`config.mk`:
```
export PLATFORM = sky130hd
export DESIGN_NAME = uart_tx_engine
export DESIGN_NICKNAME = d
export VERILOG_FILES = /design/src/rtl/uart_pkg.sv /design/src/rtl/uart_sync_fifo.sv /design/src/rtl/uart_tx_engine.sv
export SDC_FILE = /design/constraint.sdc
export NUM_CORES = 1
export LEC_CHECK = 0
export ABC_AREA = 0
export CORE_MARGIN = 2
export CORE_UTILIZATION = 45
export DETAILED_ROUTE_END_ITERATION = 10
export PLACE_DENSITY = 0.68
export SLEW_MARGIN = 20
export SYNTH_ARGS = -nofsm -noshare
export SYNTH_HDL_FRONTEND = slang
export SYNTH_HIERARCHICAL = 1
export SYNTH_SLANG_ARGS = --single-unit
```
`constraint.sdc`:
```
create_clock -name clk -period 6.5 [get_ports clk]
set_input_delay 1.3 -clock clk [delete_from_list [all_inputs] [get_ports clk]]
set_output_delay 1.3 -clock clk [all_outputs]
set_load 0.01 [all_outputs]
```
`src/rtl/uart_pkg.sv`:
```
// rtl/uart_pkg.sv - shared UART constants and types
package uart_pkg;
  localparam int UART_DATA_BITS        = 8;
  localparam int UART_TX_FIFO_DEPTH    = 8;
  localparam int UART_DEFAULT_BAUD_DIV = 434;

  typedef enum logic [2:0] {IDLE, START, DATA, PARITY, STOP} uart_tx_state_t;
  typedef logic [7:0] uart_byte_t;
endpackage

```
`src/rtl/uart_sync_fifo.sv`:
```
// rtl/uart_sync_fifo.sv - synchronous FIFO with occupancy count, shared by TX and RX
module uart_sync_fifo #(
  parameter int DEPTH = 8,
  parameter int WIDTH = 8
) (
  input  logic                   clk,
  input  logic                   rst,
  input  logic                   push_i,
  input  logic [WIDTH-1:0]       push_data_i,
  input  logic                   pop_i,
  output logic [WIDTH-1:0]       pop_data_o,
  output logic                   full_o,
  output logic                   empty_o,
  output logic [$clog2(DEPTH):0] level_o
);
  localparam int AW = $clog2(DEPTH);

  logic [WIDTH-1:0] mem_q [DEPTH];
  logic [AW-1:0]    wr_ptr_q, rd_ptr_q;
  logic [AW:0]      level_q, level_d;
  logic             push_ok, pop_ok;

  // A push into a full FIFO is still legal when the head leaves in the same cycle.
  assign pop_ok  = pop_i && !empty_o;
  assign push_ok = push_i && (!full_o || pop_ok);

  always_comb begin
    level_d = level_q;
    if (push_ok && !pop_ok) level_d = level_q + (AW+1)'(1);
    else if (!push_ok && pop_ok) level_d = level_q - (AW+1)'(1);
  end

  always_ff @(posedge clk) begin
    if (push_ok) mem_q[wr_ptr_q] <= push_data_i;
  end

  always_ff @(posedge clk) begin
    if (rst) begin
      wr_ptr_q <= '0;
      rd_ptr_q <= '0;
      level_q  <= '0;
    end else begin
      if (push_ok) wr_ptr_q <= wr_ptr_q + AW'(1);
      if (pop_ok)  rd_ptr_q <= rd_ptr_q + AW'(1);
      level_q <= level_d;
    end
  end

  assign pop_data_o = mem_q[rd_ptr_q];
  assign full_o     = (level_q == (AW+1)'(DEPTH));
  assign empty_o    = (level_q == '0);
  assign level_o    = level_q;
endmodule

```
`src/rtl/uart_tx_engine.sv`:
```
// rtl/uart_tx_engine.sv - buffered UART transmitter producing 8N1 / 8E1 / 8O1 frames
module uart_tx_engine
  import uart_pkg::*;
#(
  parameter int FIFO_DEPTH = UART_TX_FIFO_DEPTH,
  parameter int DATA_BITS  = UART_DATA_BITS,
  parameter int BAUD_DIV_W = 16
) (
  input  logic                        clk,
  input  logic                        rst,
  input  uart_byte_t                  wr_data,
  input  logic                        wr_en,
  input  logic [BAUD_DIV_W-1:0]       baud_div,
  input  logic                        parity_en,
  input  logic                        parity_odd,
  input  logic                        clr_overflow,
  output logic                        full,
  output logic                        empty,
  output logic [$clog2(FIFO_DEPTH):0] level,
  output logic                        overflow,
  output logic                        busy,
  output logic                        tx_done,
  output logic                        tx
);
  localparam int IDX_W = $clog2(DATA_BITS);
  localparam logic [BAUD_DIV_W-1:0] ONE = BAUD_DIV_W'(1);

  uart_tx_state_t        state_q;
  logic [BAUD_DIV_W-1:0] cnt_q, bit_len_q, baud_eff;
  logic [IDX_W-1:0]      bit_idx_q;
  uart_byte_t            shift_q, fifo_rd_data;
  logic                  parity_q, par_en_q, tx_q, tx_done_q, overflow_q;
  logic                  pop, bit_end, near_end, last_data;

  uart_sync_fifo #(.DEPTH(FIFO_DEPTH), .WIDTH(8)) u_fifo (
    .clk        (clk),
    .rst        (rst),
    .push_i     (wr_en),
    .push_data_i(wr_data),
    .pop_i      (pop),
    .pop_data_o (fifo_rd_data),
    .full_o     (full),
    .empty_o    (empty),
    .level_o    (level)
  );

  assign baud_eff  = (baud_div == '0) ? ONE : baud_div;
  assign bit_end   = (cnt_q == bit_len_q - ONE);
  assign near_end  = (cnt_q + ONE == bit_len_q - ONE);
  assign last_data = (bit_idx_q == IDX_W'(DATA_BITS - 1));
  // Popping at the end of STOP chains frames with no idle cycle in between.
  assign pop       = !empty && ((state_q == IDLE) || (state_q == STOP && bit_end));

  always_ff @(posedge clk) begin
    if (rst) begin
      state_q   <= IDLE;
      cnt_q     <= '0;
      bit_len_q <= ONE;
      bit_idx_q <= '0;
      shift_q   <= '0;
      parity_q  <= 1'b0;
      par_en_q  <= 1'b0;
      tx_q      <= 1'b1;
      tx_done_q <= 1'b0;
    end else begin
      tx_done_q <= 1'b0;
      if (pop) begin
        state_q   <= START;
        cnt_q     <= '0;
        bit_len_q <= baud_eff;
        par_en_q  <= parity_en;
        shift_q   <= fifo_rd_data;
        parity_q  <= (^fifo_rd_data) ^ parity_odd;
        tx_q      <= 1'b0;
      end else if (state_q != IDLE) begin
        if (!bit_end) begin
          cnt_q     <= cnt_q + ONE;
          tx_done_q <= (state_q == STOP) && near_end;
        end else begin
          cnt_q <= '0;
          case (state_q)
            START: begin
              state_q   <= DATA;
              bit_idx_q <= '0;
              tx_q      <= shift_q[0];
            end
            DATA: begin
              if (!last_data) begin
                bit_idx_q <= bit_idx_q + IDX_W'(1);
                shift_q   <= shift_q >> 1;
                tx_q      <= shift_q[1];
              end else if (par_en_q) begin
                state_q <= PARITY;
                tx_q    <= parity_q;
              end else begin
                state_q   <= STOP;
                tx_q      <= 1'b1;
                tx_done_q <= (bit_len_q == ONE);
              end
            end
            PARITY: begin
              state_q   <= STOP;
              tx_q      <= 1'b1;
              tx_done_q <= (bit_len_q == ONE);
            end
            default: begin
              state_q <= IDLE;
              tx_q    <= 1'b1;
            end
          endcase
        end
      end
    end
  end

  always_ff @(posedge clk) begin
    if (rst) overflow_q <= 1'b0;
    else if (wr_en && full && !pop) overflow_q <= 1'b1;
    else if (clr_overflow) overflow_q <= 1'b0;
  end

  assign overflow = overflow_q;
  assign busy     = (state_q != IDLE);
  assign tx_done  = tx_done_q;
  assign tx       = tx_q;
endmodule

```
==> flow_metrics.tcl <==
set metrics [dict create \
    clock-sinks 128 \
    wl_per_cell_um 18.35 \
    worst_pin_slew_ns 0.9244 \
    yosys.area.top_type_share 0.2932 \
    crit_path_cell_trace "inv_1 -> ha_1 -> nor3b_1 -> nand4_1 -> xnor2_1 -> nor4b_1 -> and4_1 -> o21ai_2 -> inv_2 -> o21ai_4 -> inv_2 -> ha_1 -> inv_1 -> ha_1 -> a21oi_1 -> a211oi_1 -> a31oi_1 -> mux2_2" \
    syn_nets 651 \
    multi_input_area_um2 3114 \
    grt_use_total 0.2000 \
    die_h_um 124.7 \
    dr_wl_met2_mm 7.291 \
    vias 4838 \
    die_area_um2 15550 \
    ir_worst_vdd_mv 0.2592 \
    post-cts-setup-buffers 0 \
    synth.distinct_cells 67 \
    dpl_worst_slack_ns 1.361 \
    synth_area_per_cell_um2 10.74 \
    start_util 0.4561 \
    grt_max_degree 47 \
    worstPathMaxFanout 11 \
    clock_tree.root_cell "clkbuf_16" \
    skew_ns 0.01045 \
    seq_area_frac_synth 0.4887 \
    diodes 0 \
    path_class "flop to flop" \
    fmax_ghz 0.1928 \
    yosysTopAreaCell "edfxtp_1" \
    syn_to_final_growth_pct 16.69 \
    clk_pin_slew_worst_paths_ns 0.06 \
    rrSetupSlack_ns 1.31 \
    routed.top_layer "met4" \
    p_total_uw 3201 \
    netlist_instances 610 \
    drive_above_1_share 0.1319 \
    fin_tns_setup_ns 0 \
    chipWidth_um 124.7 \
    rsz0062_at_grt "false" \
    powerDensity_nw_per_um2 418.6 \
    stdcell_area_um2 7647 \
    synth_top_flop_cell "edfxtp_1" \
    start_kind "flop" \
    numCtsBuffers 17 \
    dpl_cell_area_um2 7067 \
    critPathMostFrequentCell "ha_1" \
    viasPerCell 5.787 \
    finalMaxSlewViolations 0 \
    cts_htree_levels 4 \
    cts_tree "yes" \
    drv_cap 0 \
    relSlewSlack 0.3803 \
    setup_slack_ns 1.314 \
    cts_hold_buf 0 \
    max_stage_delay_ns 0.80 \
    drtPass1Iterations 6 \
    synth_area_um2 6554 \
    wl_met3_um 878 \
    synthTopCellsByArea "edfxtp_1 29%, dfxtp_1 20%, xnor2_1 5.6%, mux4_2 5.5%, nor2_1 3.3%" \
    io-pin-count 40 \
    synth_edf_count 64 \
    setup_viol 0 \
    post-route-period-util 0.7978 \
    seq_area_um2 3203 \
    drt-total-wl_mm 15.34 \
    clkLatencyLatePin_ns 0.42 \
    end_kind "flop" \
    nNetsFinal 680 \
    yosys_warnings 6 \
    grt_pass1_wl_mm 24.61 \
    ys_async_sr_fraction 0 \
    coreArea_um2 14370 \
    ant_nets 0 \
    crit_arrival_ns 5.49 \
    power.leakage_uw 0.002566 \
    clk_path_buf_depth 2 \
    io_buffers 39 \
    num_rows 44 \
    nFillCells 1228 \
    cts_resized 0 \
    grt_antenna_before_repair 0 \
    grt_pass1_vias 4705 \
    required_ns 6.81 \
    slowest_stage "nor3b_1" \
    hpwl_mm 10.69 \
    gr-total-overflow 0 \
    ys_ff_latch 128 \
    fin_crit_ns 5.186 \
    first_iter_violations 335 \
    hold_path.class "flop to flop" \
    gp_congestion 0.9096 \
    hold_viol_final 0 \
    status "finished, final reports clean" \
    drcViolationCount 0 \
    wl_met1_mm 6.999 \
]
layer usage:
metal | vias to the layer above | GRT usage
met2 | 141 | 0.3214
met1 | 2348 | 0.2727
met5 | - | 0
met3 | 13 | 0.04596
met4 | 0 | 0.05618
li1 | 2336 | -
area by class of cell:
class                   instances  share of cell area
clock buffers                  17             0.05563
repair buffers                 49             0.06086
well taps                     184             0.03010
multi-input cells             425              0.4072
flip-flops and latches        128              0.4188
inverters                      18            0.008835
clock inverters                15             0.01849
cell usage in the layout, fill, tap and decap left out, drive strengths merged, types with 10 or more instances in the layout:
cell type	n
dfxtp	64
ha	10
mux4	16
xor2	16
clkbuf	17
nand2	31
nor2	57
clkdlybuf4s50	39
nand2b	16
nand4	15
a21oi	23
mux2i	15
nor3	21
buf	10
edfxtp	64
inv	29
o21ai	21
nor4	18
nand3	31
xnor2	42
power by group:
| part | total [uW] | switching, uW | leakage [uW] | internal (uW) |
|---|---|---|---|---|
| Clock | 909 | 402 | 0.000279 | 507 |
| Sequential | 1100 | 143 | 0.00110 | 954 |
| Combinational | 1190 | 679 | 0.00118 | 515 |
critical path, delay by kind of cell (launching register included):
family,cells,cell delay (ns)
and+or+nand+nor,4,1.40
AOI/OAI and AO/OA,5,1.24
adders and majority gates,3,0.85
buffers and inverters,4,0.46
DFF,1,0.42
xor gates and xnor gates,1,0.36
muxes,1,0.35
path summary, 6_finish.rpt:
path | cells after the start | startpoint | end
setup / recovery | 18 | bit_len_q[0] | u_fifo/level_o[3]
hold / removal | 2 | bit_idx_q[2] | bit_idx_q[2]
setup reg to reg | 18 | bit_len_q[0] | u_fifo/level_o[3]
hold reg to reg | 2 | bit_idx_q[2] | bit_idx_q[2]
logic make-up after synthesis:
kind of cell	Yosys count	share of synthesized area
compound gates	89	0.09279
xor+xnor	58	0.07751
fa+ha+maj	11	0.02215
buf+inv	57	0.03971
flops	128	0.4887
mux	40	0.09336
simple gates	227	0.1858
Yosys cell counts, types with 16 or more instances:
library cell and number:
nor3_1 21, a21oi_1 22, o21ai_0 19, xnor2_1 42, edfxtp_1 64, inv_1 16
nor4_1 16, dfxtp_1 64, nand2_1 31, nand3_1 31, xor2_1 16, clkbuf_1 23
nor2_1 57, nand2b_1 16, mux4_2 16
state kept, by name, summed over array words and instances (netlist names), named ones only:
signal           flops
u_fifo/mem_q        64
bit_len_q           16
cnt_q               16
shift_q              8
u_fifo/level_o       4
bit_idx_q            3
state_q              3
u_fifo/rd_ptr_q      3
u_fifo/wr_ptr_q      3
overflow             1
par_en_q             1
parity_q             1
tx                   1
tx_done              1
metrics by stage:
stage / hold WS, ns / cells / util
floorplan: 0.4355 / 610 / -
global placement: 0.4430 / 804 / 0.4918
detailed placement: 0.4690 / 804 / 0.4918
CTS: 0.4773 / 836 / 0.5313
global route: 0.5088 / 836 / 0.5322
finish: 0.4739 / 836 / 0.5322
(Power assumes the default switching activity.)
